## src/rtl/mem_port_arbiter.sv

```systemverilog
// mem_port_arbiter
//   Shares port A of the data/instruction RAM between the CPU control path
//   and an I/O/DMA master. Each grant covers one word. The CPU has fixed
//   priority. A starvation counter forces an I/O win after STARVE_MAX
//   consecutive CPU wins taken while I/O was also waiting. Only one access
//   is in flight at any time.
//
// Ports
//   clk, rst_n              : clock (rising edge), asynchronous active-low reset
//   cpu_req/we/addr/wdata   : CPU request; held stable until cpu_gnt
//   io_req/we/addr/wdata    : I/O request; held stable until io_gnt
//   cpu_gnt, io_gnt         : one-cycle pulse in the ISSUE cycle
//   cpu_rvalid, io_rvalid   : one-cycle pulse; matching rdata is valid
//   cpu_rdata, io_rdata     : registered read data, held until that master's next read
//   mem_addr/wdata/wren     : RAM port A drive
//   mem_q                   : RAM port A read data
//   busy                    : high whenever the arbiter is not idle
module mem_port_arbiter #(
  parameter int ADDR_W     = 16,
  parameter int DATA_W     = 16,
  parameter int RD_LAT     = 2,
  parameter int STARVE_MAX = 3
) (
  input  logic              clk,
  input  logic              rst_n,
  input  logic              cpu_req,
  input  logic              cpu_we,
  input  logic [ADDR_W-1:0] cpu_addr,
  input  logic [DATA_W-1:0] cpu_wdata,
  input  logic              io_req,
  input  logic              io_we,
  input  logic [ADDR_W-1:0] io_addr,
  input  logic [DATA_W-1:0] io_wdata,
  output logic              cpu_gnt,
  output logic              io_gnt,
  output logic              cpu_rvalid,
  output logic              io_rvalid,
  output logic [DATA_W-1:0] cpu_rdata,
  output logic [DATA_W-1:0] io_rdata,
  output logic [ADDR_W-1:0] mem_addr,
  output logic [DATA_W-1:0] mem_wdata,
  output logic              mem_wren,
  input  logic [DATA_W-1:0] mem_q,
  output logic              busy
);

  localparam logic [2:0] LAT_INIT   = 3'(RD_LAT);
  localparam logic [3:0] STARVE_LIM = 4'(STARVE_MAX);

  typedef enum logic [1:0] {
    ST_IDLE  = 2'd0,
    ST_ISSUE = 2'd1,
    ST_WAIT  = 2'd2
  } state_t;

  state_t      state, state_nxt;
  logic        owner, owner_nxt;   // 0 = CPU, 1 = I/O
  logic        op_rd, op_rd_nxt;
  logic [2:0]  lat_cnt, lat_cnt_nxt;
  logic [3:0]  starve_cnt, starve_cnt_nxt;
  logic        io_win;
  logic        rd_done;

  // The owner's request fields stay stable through ISSUE and WAIT, so they
  // can be steered straight onto the RAM port without an extra register.
  logic [ADDR_W-1:0] sel_addr;
  logic [DATA_W-1:0] sel_wdata;
  logic              sel_we;

  assign sel_addr  = owner ? io_addr  : cpu_addr;
  assign sel_wdata = owner ? io_wdata : cpu_wdata;
  assign sel_we    = owner ? io_we    : cpu_we;
  assign busy      = (state != ST_IDLE);

  always_ff @(posedge clk or negedge rst_n) begin
    if (!rst_n) begin
      state      <= ST_IDLE;
      owner      <= 1'b0;
      op_rd      <= 1'b0;
      lat_cnt    <= 3'd0;
      starve_cnt <= 4'd0;
    end else begin
      state      <= state_nxt;
      owner      <= owner_nxt;
      op_rd      <= op_rd_nxt;
      lat_cnt    <= lat_cnt_nxt;
      starve_cnt <= starve_cnt_nxt;
    end
  end

  // Read return: capture mem_q on the final WAIT edge into the owner's
  // holding register and raise that owner's rvalid for exactly one cycle.
  always_ff @(posedge clk or negedge rst_n) begin
    if (!rst_n) begin
      cpu_rvalid <= 1'b0;
      io_rvalid  <= 1'b0;
      cpu_rdata  <= '0;
      io_rdata   <= '0;
    end else begin
      cpu_rvalid <= rd_done && !owner;
      io_rvalid  <= rd_done && owner;
      if (rd_done && !owner) cpu_rdata <= mem_q;
      if (rd_done && owner)  io_rdata  <= mem_q;
    end
  end

  always_comb begin
    state_nxt      = state;
    owner_nxt      = owner;
    op_rd_nxt      = op_rd;
    lat_cnt_nxt    = lat_cnt;
    starve_cnt_nxt = starve_cnt;
    io_win         = 1'b0;
    rd_done        = 1'b0;
    cpu_gnt        = 1'b0;
    io_gnt         = 1'b0;
    mem_addr       = '0;
    mem_wdata      = '0;
    mem_wren       = 1'b0;

    case (state)
      ST_IDLE: begin
        if (cpu_req || io_req) begin
          io_win    = io_req && (!cpu_req || (starve_cnt == STARVE_LIM));
          owner_nxt = io_win;
          op_rd_nxt = io_win ? ~io_we : ~cpu_we;
          state_nxt = ST_ISSUE;
          // Only CPU wins taken over a waiting I/O request count toward
          // starvation; the counter saturates at the limit.
          if (io_win) begin
            starve_cnt_nxt = 4'd0;
          end else if (io_req && (starve_cnt != STARVE_LIM)) begin
            starve_cnt_nxt = starve_cnt + 4'd1;
          end
        end
      end

      ST_ISSUE: begin
        mem_addr  = sel_addr;
        mem_wdata = sel_wdata;
        mem_wren  = sel_we;
        cpu_gnt   = !owner;
        io_gnt    = owner;
        if (op_rd) begin
          lat_cnt_nxt = LAT_INIT;
          state_nxt   = ST_WAIT;
        end else begin
          state_nxt   = ST_IDLE;
        end
      end

      ST_WAIT: begin
        mem_addr    = sel_addr;
        lat_cnt_nxt = lat_cnt - 3'd1;
        if (lat_cnt == 3'd1) begin
          rd_done   = 1'b1;
          state_nxt = ST_IDLE;
        end
      end

      default: begin
        state_nxt = ST_IDLE;
      end
    endcase
  end

endmodule

```

## config.mk

```make
export PLATFORM = sky130hd
export DESIGN_NAME = mem_port_arbiter
export DESIGN_NICKNAME = d
export VERILOG_FILES = /design/src/rtl/mem_port_arbiter.sv
export SDC_FILE = /design/constraint.sdc
export NUM_CORES = 1
export LEC_CHECK = 0
export ABC_AREA = 1
export CAP_MARGIN = 20
export CORE_ASPECT_RATIO = 1.2
export CORE_MARGIN = 2
export CORE_UTILIZATION = 30
export DETAILED_ROUTE_END_ITERATION = 10
export PLACE_DENSITY = 0.73
export SKIP_LAST_GASP = 1
export SYNTH_ARGS = -nofsm -noshare
export SYNTH_HDL_FRONTEND = slang
export SYNTH_SLANG_ARGS = --single-unit
```

## constraint.sdc

```tcl
create_clock -name clk -period 2.1 [get_ports clk]
set_input_delay 0.42 -clock clk [delete_from_list [all_inputs] [get_ports clk]]
set_output_delay 0.42 -clock clk [all_outputs]
set_load 0.01 [all_outputs]
```

Word level (Yosys, flattened, before mapping)
Cells that the tools add are included.
- bits in registers: 45
- input bits: 86
- output and inout port bits: 70
- word-level logic and storage cells: 57
- add/sub/neg operators: 2
- eq/ne operators: 8
- multiplexer cells: 19
- bitwise gates (word level): 2
- reduce and logical (&&, ||, !) cells: 17
- operator list (operator ; number):
    two-way mux 16 bit ; 4
    two-way mux 4 bit ; 2
    two-way mux 1 bit ; 7
    two-way mux 2 bit ; 3
    != test 2 bit, second input constant ; 3
    one-hot mux 2 bit (3 select lines) ; 1
    one-hot mux 3 bit (2 select lines) ; 1
    AND reduction 2 bit ; 3
    nonzero test 2 bit ; 3
    adder 4 x 1 -> 4 bit, second input constant ; 1
    equality test 4 x 2 -> 1 bit, second input constant ; 1
    logical AND 1 bit ; 4
    != test 4 x 2 -> 1 bit, second input constant ; 1
    equality test 3 x 1 -> 1 bit, second input constant ; 1
    two-way mux 3 bit ; 1
    AND reduction 3 bit ; 1
    subtractor 3 x 1 -> 3 bit, second input constant ; 1
    equality test 2 x 1 -> 1 bit, second input constant ; 1
    equality test 2 bit, second input constant ; 1
    zero test 1 bit ; 2
    zero test 2 bit ; 1
    logical OR 1 bit ; 2
    inverter 1 bit ; 2
    OR reduction 2 bit ; 1

Logic depth before layout (Yosys ltp)
Gate-level depths: netlist of the first run.
- word-level depth: 5
- gate-level depth with buffers: 9
- depth with buffers taken out: 9

Worst setup path after synthesis of the first run
No wires, ideal clock.
- kind: register -> output
- start point: register state[1]
- end point: output mem_wdata[10]
- arrival: 1.278 ns
- path slack: 0.402 ns
- cell stages (with the launch flop): 7
- path buffers: 1
- path through: dfrtp_1 > inv_1 > ha_1 > nand2_1 > inv_2 > buf_2 > a22o_1
- cells in the longest elaborated chain, start to end: 2
- ends and longest elaborated chain (what ; RTL line ; source):
    from (decl) ; 56 ; state_t state, state_nxt;
    from (signal assigned) ; 83 ; state <= state_nxt;
    equality test 2 x 1 -> 1 bit ; 121 ; case (state)
    two-way mux 16 bit ; 121 ;
    to (decl) ; 41 ; output logic [DATA_W-1:0] mem_wdata,
Every way passes these cells.

Worst setup path after layout of the first run
- start point: register state[0]
- end point: output mem_wdata[12]
The elaborated chain is that of the path after synthesis.

==> flow_summary_export.csv, run 1 <==
group,metric,value,unit
global_route,grt_util_all_layers,0.184,
placed_design,placed_area,0.00403,mm2
floorplanning,rows,35,
synth,async_reset_ff_frac,1.00,
detailed_routing,drt-initial-drc-count,60,
synth,synth_area_per_cell,8.51,um2
detailed_routing,drc,0,
sta,drv_slew,0,
synth,ys_top_cells_by_area,"dfrtp_1, o21ai_0, nand2_1",
floorplanning,start_util,0.307,
synth,synthTopCellsByCount,"o21ai_0, nand2_1, dfrtp_1",
critical_path,path_class,"reg -> out",
synth,synth_cells,273,
synth,synth-edff-count,0,
global_route,antenna_found_initial,0,
power_and_ir_drop,vdd_drop_max,0.000564,V
sta,fin_ws,-0.0267,ns
critical_path,max_stage_delay,0.40,ns
sta,finClkSkew,0.00440,ns
clocking,clockRootBuffer,"clkbuf_8",
clocking,cts-buffers-inserted,5,
clocking,cts_max_level,2,
power_and_ir_drop,powerDensity,1030,mW/mm2
detailed_routing,routed_wl,7870,um
sta,fin_hold_ws,0.0654,ns
clocking,worstSkewPairLatency,0.29,ns
synth,synth_top_family_by_area,"compound AO/OA/AOI/OAI gates",
sta,fin_crit,2.13,ns
sta,fin_crit_sh,1.01,
sta,slew_headroom,0.697,
synth,ys_seq_area_frac,0.485,
synth,synthAdderAreaFrac,0.0323,
critical_path,cp_max_fo,6,
floorplanning,die_w,84.3,um
job,max-cap-violations,0,
floorplanning,fp.dieArea,0.00846,mm2
global_route,busiest_layer,"met2",
synth,syn-cell-area,0.00232,mm2
final_layout,final_cell_area,0.00415,mm2
placed_design,hpwl,5960,um
global_route,grt_pass1_wl,12400,um
placed_design,portBuffers,155,
sta,rsz0062_at_grt,"true",
clocking,clock_sinks,45,
critical_path,critPathCaptureType,"output port",
critical_path,worst-path-buf-inv,5,
clocking,ctsHoldBuffers,0,
global_route,met3_usage,0.0765,
detailed_routing,routedWlPerCell,14.6,um
final_layout,finalNetCount,539,
clocking,ctsLongestPathBuffers,2,
synth,synth_cell_types,23,
synth,synth.area.mux_share,0.00431,
global_route,use_met2,0.297,
synth,synth-simple-area-share,0.172,
final_layout,n_antenna_cell,0,
global_route,grt_max_degree,34,
global_route,gr-total-overflow,0,
final_layout,drive_gt1_frac,0.185,
final_layout,area_growth,78.8,%
global_route,grt_pass1_vias,2471,
sta,setup_viol,9,
clocking,clk_pin_slew,0.09,ns
clocking,cts_tree,"built",
power_and_ir_drop,p_leak,0.00208,uW
critical_path,cpMaxStageDelayCell,"dfrtp_1",
final_layout,final_util,0.548,
detailed_routing,dr.pass1.iters,4,
synth,synth_top_area_frac,0.485,
critical_path,cp.required,1.68,ns
floorplanning,core_area,0.00758,mm2
synth,syn_nets,365,
global_route,grtUsageMet1,0.228,
synth,synth_top_cell_by_area,"dfrtp_1",
synth,yosys_warnings,0,
critical_path,cp-start-kind,"register",
critical_path,crit_family,"buffers and inverters",
floorplanning,die_y,100,um
synth,yosysMostFrequentCell,"o21ai_0",
critical_path,cp_cell_sequence,"buf_6, ha_4, nand2_4, inv_4, buf_8, buf_12, a22o_1, buf_2",
synth,synth-xor-area-share,0.00754,
run_status,outcome,"complete, but fails checks",
sta,worst_slew_pin_slew,0.454,ns
detailed_routing,post_drt_via_cell_ratio,4.63,
critical_path,arrival,1.71,ns
run_status,violations,"negative setup slack",
final_layout,n_fill_cell,706,
detailed_routing,vias,2498,
synth,synth-seq-cells,45,
detailed_routing,ant_nets,0,
placed_design,globalplace.congestion,0.872,
synth,synth_top_flop_cell,"dfrtp_1",
floorplanning,io-pin-count,156,
synth,synth-compound-area-share,0.198,
sta,max_freq,470,MHz
sta,hold_viol,0,
min_path,hold_class,"in -> async",
## worst register-to-register path, cell delays in order (launching register included)
cell and delay (ns):
dfrtp_1 0.40, buf_4 0.14, inv_2 0.07, buf_4 0.11, ha_1 0.35, nand3_4 0.35
o21ai_0 0.30
## flip-flops by register name, summed over array words and instances, names as in the netlist
signal / cells
starve_cnt: 4
state: 2
io_rvalid: 1
cpu_rdata: 16
op_rd: 1
cpu_rvalid: 1
owner: 1
lat_cnt: 3
io_rdata: 16
## logic make-up after synthesis
group / count (synthesis)
AND/OR/NAND/NOR: 95
AO/OA/AOI/OAI: 76
buffers and inverters: 48
flip-flops: 45
adder cells (fa/ha/maj): 6
XOR/XNOR: 2
multiplexers: 1
## worst paths after layout
| path | endpoint | depth (start not counted) | slack, ns | startpoint |
|---|---|---|---|---|
| max | mem_wdata[12] | 8 | -0.03 | state[0] |
| min | cpu_rvalid | 1 | 0.07 | rst_n |
| max reg2reg | cpu_rdata[6] | 6 | 0.29 | state[0] |
| min reg2reg | op_rd | 2 | 0.49 | op_rd |
| max in group asynchronous | io_rdata[2] | 2 | 1.47 | rst_n |
| min in group clk | op_rd | 2 | 0.49 | op_rd |
## routing by layer
layer	vias to the layer above	part of all wire
li1	1232	-
met2	125	0.44
met4	0	0.0085
met5	-	0
met1	1136	0.43
met3	5	0.12
## cell usage in the layout (no fill, tap or decap), drive strengths merged, types with 2 or more instances in the layout
master	n
buf	51
nand2	47
inv	36
o21ai	56
a21oi	2
nand3	9
dfrtp	45
clkbuf	13
clkdlybuf4s50	118
ha	6
nor2	39
a22o	17
## layout make-up
| cell class | instances | area [um2] | share of cell area |
|---|---|---|---|
| clock buffer | 6 | 72.6 | 0.0175 |
| clock inverter | 2 | 38.8 | 0.00934 |
| inverter | 36 | 143 | 0.0343 |
| multi-input combinational | 180 | 1020 | 0.247 |
| sequential | 45 | 1130 | 0.271 |
| tap | 92 | 115 | 0.0277 |
| timing repair buffer | 179 | 1630 | 0.393 |
## stage by stage
| step | setup WS (ns) | TNS (ns) | power, uW | std cells |
|---|---|---|---|---|
| floorplan | 0.402 | 0 | 2210 | 273 |
| global placement | -0.101 | -0.206 | 3640 | 523 |
| detailed placement | -0.0841 | -0.213 | 3670 | 523 |
| CTS | -0.0581 | -0.687 | 4320 | 539 |
| global route | -0.111 | -1.38 | 4600 | 540 |
| finish | -0.0267 | -0.111 | 4280 | 540 |
## power by group
group          internal (uW)  switching (uW)
combinational           1270            1230
clock                    357             294
sequential              1020             110
## repair_timing
action | in CTS | in global routing
endpoints found under the setup margin | 36 | 33
gates resized for setup | 107 | 45
pin swaps | 2 | 8
buffers inserted | 8 | 0
gates cloned | 0 | 1
Power figures use the tool's default switching activity.
==> run 2, diff against run 1 <==
--- a/config.mk
+++ b/config.mk
@@ -11,7 +11,8 @@
 export CORE_MARGIN = 2
 export CORE_UTILIZATION = 30
 export DETAILED_ROUTE_END_ITERATION = 10
-export PLACE_DENSITY = 0.73
+export DONT_BUFFER_PORTS = 1
+export PLACE_DENSITY = 0.48
 export SKIP_LAST_GASP = 1
 export SYNTH_ARGS = -nofsm -noshare
 export SYNTH_HDL_FRONTEND = slang
==> flow_summary_export.csv, run 2 (same netlist as run 1, synthesis figures left out) <==
group,metric,value,unit
final_layout,reg_top3,"cpu_rdata x16, io_rdata x16, starve_cnt x4",
sta,worst_slew_pin_slew,0.363,ns
critical_path,reg2reg_from,"state[0]",
global_route,met3_usage,0.0970,
floorplanning,fp.dieArea,0.00846,mm2
final_layout,final_util,0.335,
sta,fin_hold_ws,0.269,ns
sta,fin_crit_sh,0.950,
power_and_ir_drop,power.total,3180,uW
sta,fin_crit,1.99,ns
final_layout,finalNetCount,364,
detailed_routing,post_drt_via_cell_ratio,5.10,
final_layout,n_antenna_cell,0,
critical_path,cp_max_fo,18,
final_layout,layout_commonest_cell,"o21ai_0",
floorplanning,io-pin-count,156,
final_layout,n_fill_cell,789,
detailed_routing,drt-initial-drc-count,41,
placed_design,hpwl,4820,um
global_route,grtUsageMet1,0.150,
sta,drv_slew,0,
sta,hold_viol,0,
global_route,antenna_found_initial,0,
clocking,post_cts_buffers,0,
clocking,ctsLongestPathBuffers,2,
clocking,clock_sinks,45,
critical_path,arrival,1.57,ns
final_layout,area_growth,9.38,%
critical_path,critPathCaptureType,"output port",
power_and_ir_drop,p_leak,0.00128,uW
global_route,grt_util_all_layers,0.144,
critical_path,cp-start-kind,"register",
min_path,hold_class,"in -> reg",
critical_path,reg2regPathDepth,4,
placed_design,portBuffers,0,
critical_path,timing.rr.end,"cpu_rdata[15]",
detailed_routing,ant_nets,0,
clocking,clk_pin_slew,0.08,ns
clocking,cts_tree,"built",
critical_path,cp_cell_sequence,"inv_1, ha_2, nand2_1, clkinv_4, a22o_2",
final_layout,mostFrequentLayoutCells,"o21ai_0, nand2_1, dfrtp_1",
detailed_routing,routed_wl,6150,um
critical_path,max_stage_delay,0.38,ns
detailed_routing,drc,0,
floorplanning,die_w,84.3,um
critical_path,cp.required,1.68,ns
min_path,hold_path.startpoint,"mem_q[14]",
power_and_ir_drop,powerDensity,1250,mW/mm2
job,max-cap-violations,0,
sta,setup_viol,0,
final_layout,drive_gt1_frac,0.0952,
power_and_ir_drop,vdd_drop_max,0.000558,V
floorplanning,die_y,100,um
critical_path,worst-path-buf-inv,2,
placed_design,globalplace.congestion,0.805,
global_route,use_met2,0.236,
detailed_routing,routedWlPerCell,16.8,um
sta,finClkSkew,0.00479,ns
global_route,grt_pass1_vias,1830,
clocking,worstSkewPairLatency,0.29,ns
critical_path,rrSetupSlack,0.44,ns
sta,slew_headroom,0.758,
detailed_routing,dr.pass1.iters,4,
sta,tns,0,ns
sta,rsz0062_at_grt,"false",
floorplanning,rows,35,
critical_path,crit_family,"flip-flops",
critical_path,cpMaxStageDelayCell,"dfrtp_1",
floorplanning,start_util,0.307,
critical_path,path_class,"reg -> out",
clocking,cts_max_level,2,
global_route,grt_pass1_wl,9320,um
run_status,outcome,"finished clean",
min_path,worst_hold_path.num_cells,2,
detailed_routing,vias,1863,
global_route,gr-total-overflow,0,
floorplanning,core_area,0.00758,mm2
min_path,worstHoldEndpoint,"cpu_rdata[14]",
sta,max_freq,501,MHz
global_route,busiest_layer,"met2",
clocking,cts-buffers-inserted,5,
global_route,grt_max_degree,46,
clocking,clockRootBuffer,"clkbuf_8",
==> run 2: changes by cell type in the layout (fill, tap and decap cells not counted), moves of 3 or more <==
| cell | before | now |
|---|---|---|
| o21ai_1 | 7 | 4 |
| a22o_4 | 3 | 0 |
| clkdlybuf4s50_1 | 118 | 0 |
| clkbuf_2 | 6 | 0 |
| buf_4 | 18 | 2 |
| buf_2 | 26 | 0 |
| a22o_2 | 0 | 3 |
| o21ai_0 | 47 | 50 |
| buf_6 | 4 | 0 |
==> run 2: power by group <==
part | total, uW | switching (uW) | internal (uW)
Clock | 645 | 288 | 357
Combinational | 1340 | 920 | 424
Sequential | 1190 | 164 | 1020
==> run 2: worst max path at each step <==
stage	cells past startpoint	start	end	slack (ns)
final	5	state[1]	mem_wdata[13]	0.11
after global routing	4	state[0]	mem_addr[15]	0.01
after CTS	5	state[1]	mem_wdata[0]	0.05
after detailed placement	4	state[0]	mem_addr[3]	0.23
after global placement	4	state[0]	mem_addr[3]	0.27
after floorplan	6	state[1]	mem_wdata[10]	0.40
==> run 2: metal layers <==
metal | share of wire | vias to the layer above
met5 | 0 | -
met4 | 0.015 | 0
met3 | 0.17 | 8
met2 | 0.45 | 125
met1 | 0.36 | 849
li1 | - | 881
==> run 2: what timing repair did <==
action                                  4_1_cts  5_1_grt
endpoints found under the hold margin        45        0
gates resized for setup                       8        4
hold buffers                                  2        0
pin swaps                                     0        1
endpoints found under the setup margin        9       24
gates cloned                                  0        0
==> run 2: cell type report <==
class | instances | area, um2 | area share
Tap cell | 92 | 115 | 0.0453
Timing Repair Buffer | 4 | 52.6 | 0.0207
Clock inverter | 2 | 38.8 | 0.0153
Sequential cell | 45 | 1130 | 0.443
Multi-Input combinational cell | 180 | 987 | 0.389
Clock buffer | 6 | 72.6 | 0.0286
Inverter | 36 | 148 | 0.0581
==> run 2: worst reg2reg max path, stage by stage (launching register included) <==
cell and delay (ns):
dfrtp_1 0.40, inv_1 0.13, ha_1 0.38, nand3_4 0.36
o21ai_0 0.29
==> run 2: metrics by stage <==
stage                     std cells  area [um2]  setup WS (ns)
after global placement          355        2360          0.266
after detailed placement        355        2360          0.234
after floorplan                 273        2320          0.402
final                           365        2540          0.106
after CTS                       365        2520         0.0508
after global routing            365        2540         0.0137
==> run 3, diff against run 2 <==
--- a/config.mk
+++ b/config.mk
@@ -8,10 +8,10 @@
 export ABC_AREA = 1
 export CAP_MARGIN = 20
 export CORE_ASPECT_RATIO = 1.2
-export CORE_MARGIN = 2
 export CORE_UTILIZATION = 30
 export DETAILED_ROUTE_END_ITERATION = 10
 export DONT_BUFFER_PORTS = 1
+export MAX_ROUTING_LAYER = met4
 export PLACE_DENSITY = 0.48
 export SKIP_LAST_GASP = 1
 export SYNTH_ARGS = -nofsm -noshare
==> constraint.sdc (replaced) <==
create_clock -name clk -period 2.4 [get_ports clk]
set_input_delay 0.48 -clock clk [delete_from_list [all_inputs] [get_ports clk]]
set_output_delay 0.48 -clock clk [all_outputs]
set_load 0.01 [all_outputs]
==> flow_summary_export.csv, run 3 (same netlist as run 1, synthesis figures left out) <==
group,metric,value,unit
run_status,outcome,"finished clean",
final_layout,finalNetCount,362,
placed_design,globalplace.congestion,0.703,
sta,worst_slew_pin_slew,0.429,ns
critical_path,endpoint,"mem_addr[2]",
detailed_routing,vias,1813,
critical_path,rrSetupSlack,0.76,ns
sta,tns,0,ns
clocking,cts_max_level,2,
floorplanning,io-pin-count,156,
clocking,clockRootBuffer,"clkbuf_8",
global_route,gr-total-overflow,0,
sta,hold_viol,0,
critical_path,reg2regPathDepth,4,
sta,fin_crit_sh,0.930,
sta,fin_crit,2.23,ns
sta,rsz0062_at_grt,"false",
clocking,worstSkewPairLatency,0.29,ns
clocking,clk_pin_slew,0.09,ns
clocking,cts_tree,"built",
min_path,hold_class,"in -> async",
clocking,ctsResizeCount,0,
final_layout,n_antenna_cell,0,
critical_path,path_class,"reg -> out",
floorplanning,rows,34,
power_and_ir_drop,vdd_drop_max,0.000491,V
final_layout,layout_commonest_cell,"o21ai_0",
sta,drv_slew,0,
critical_path,cp-startpoint,"state[0]",
detailed_routing,drt-initial-drc-count,42,
clocking,cts-buffers-inserted,5,
sta,max_freq,448,MHz
final_layout,final_cell_area,0.00249,mm2
sta,fin_ws,0.167,ns
global_route,grt_max_degree,46,
job,max-cap-violations,0,
detailed_routing,post_drt_via_cell_ratio,5.02,
placed_design,portBuffers,0,
detailed_routing,routed_wl,6280,um
placed_design,placed_cells,352,
detailed_routing,routedWlPerCell,17.4,um
floorplanning,die_w,82.3,um
critical_path,critPathCaptureType,"output port",
detailed_routing,drc,0,
critical_path,cp.required,1.92,ns
critical_path,timing.rr.end,"io_rdata[2]",
critical_path,cp_max_fo,16,
final_layout,mostFrequentLayoutCells,"o21ai_0, nand2_1, dfrtp_1",
placed_design,pre_cts_ws,0.489,ns
power_and_ir_drop,p_leak,0.00127,uW
critical_path,arrival,1.75,ns
clocking,clock_sinks,45,
critical_path,cp-start-kind,"register",
power_and_ir_drop,powerDensity,1090,mW/mm2
final_layout,reg_top3,"cpu_rdata x16, io_rdata x16, starve_cnt x4",
placed_design,hpwl,4880,um
final_layout,area_growth,7.06,%
critical_path,reg2reg_from,"state[0]",
global_route,grt_pass1_vias,1752,
floorplanning,fp.dieArea,0.00810,mm2
final_layout,layoutNonFillerInstCount,361,
floorplanning,core_area,0.00736,mm2
global_route,antenna_found_initial,0,
final_layout,n_fill_cell,790,
global_route,grt_pass1_wl,9040,um
detailed_routing,ant_nets,0,
floorplanning,start_util,0.316,
clocking,ctsLongestPathBuffers,2,
clocking,post_cts_buffers,0,
final_layout,drive_gt1_frac,0.0664,
detailed_routing,dr.pass1.iters,5,
clocking,ctsHoldBuffers,1,
sta,finClkSkew,0.00751,ns
floorplanning,die_y,98.4,um
placed_design,placed_area,0.00235,mm2
sta,setup_viol,0,
sta,slew_headroom,0.713,
global_route,grt_util_all_layers,0.159,
run 3: area by class of cell:
cell class	count	area, um2	area share
repair buffers	2	35.0	0.0141
multi-input cells	180	963	0.388
flip-flops and latches	45	1130	0.453
inverters	36	138	0.0554
well taps	90	113	0.0453
clock inverters	2	38.8	0.0156
clock buffers	6	72.6	0.0292
run 3: where the power goes:
| group | internal (uW) | leakage, uW | total, uW | switching [uW] |
|---|---|---|---|---|
| logic | 317 | 0.000763 | 1090 | 770 |
| registers | 896 | 0.000450 | 1040 | 148 |
| clock network | 313 | 0.0000554 | 572 | 259 |
run 3: layer usage:
| metal | GRT usage | wire, um |
|---|---|---|
| met5 | - | 0 |
| met4 | 0.0607 | 157 |
| met3 | 0.0523 | 767 |
| met2 | 0.278 | 3090 |
| met1 | 0.158 | 2260 |
run 3: worst min-delay path by stage:
stage               cells past startpoint  startpoint  slack, ns      endpoint
finish                                  1       rst_n       0.02    cpu_rvalid
global route                            1       rst_n       0.02   io_rdata[1]
CTS                                     1       rst_n       0.02    cpu_rvalid
detailed placement                      0       rst_n       0.19     io_rvalid
global placement                        0       rst_n       0.19     io_rvalid
floorplan                               0       rst_n       0.18  cpu_rdata[0]
run 3: per-stage QoR:
stage               power [uW]  hold slack (ns)   util
floorplan                 1940            0.184      -
global placement          2120            0.186  0.319
detailed placement        2130            0.185  0.319
CTS                       2740           0.0210  0.338
global route              2910           0.0242  0.338
finish                    2700           0.0177  0.338
run 3: critical path, cell delays in order (launching register included):
cell,delay (ns)
dfrtp_1,0.38
inv_1,0.08
ha_1,0.50
o21ai_0,0.14
nor2_1,0.36
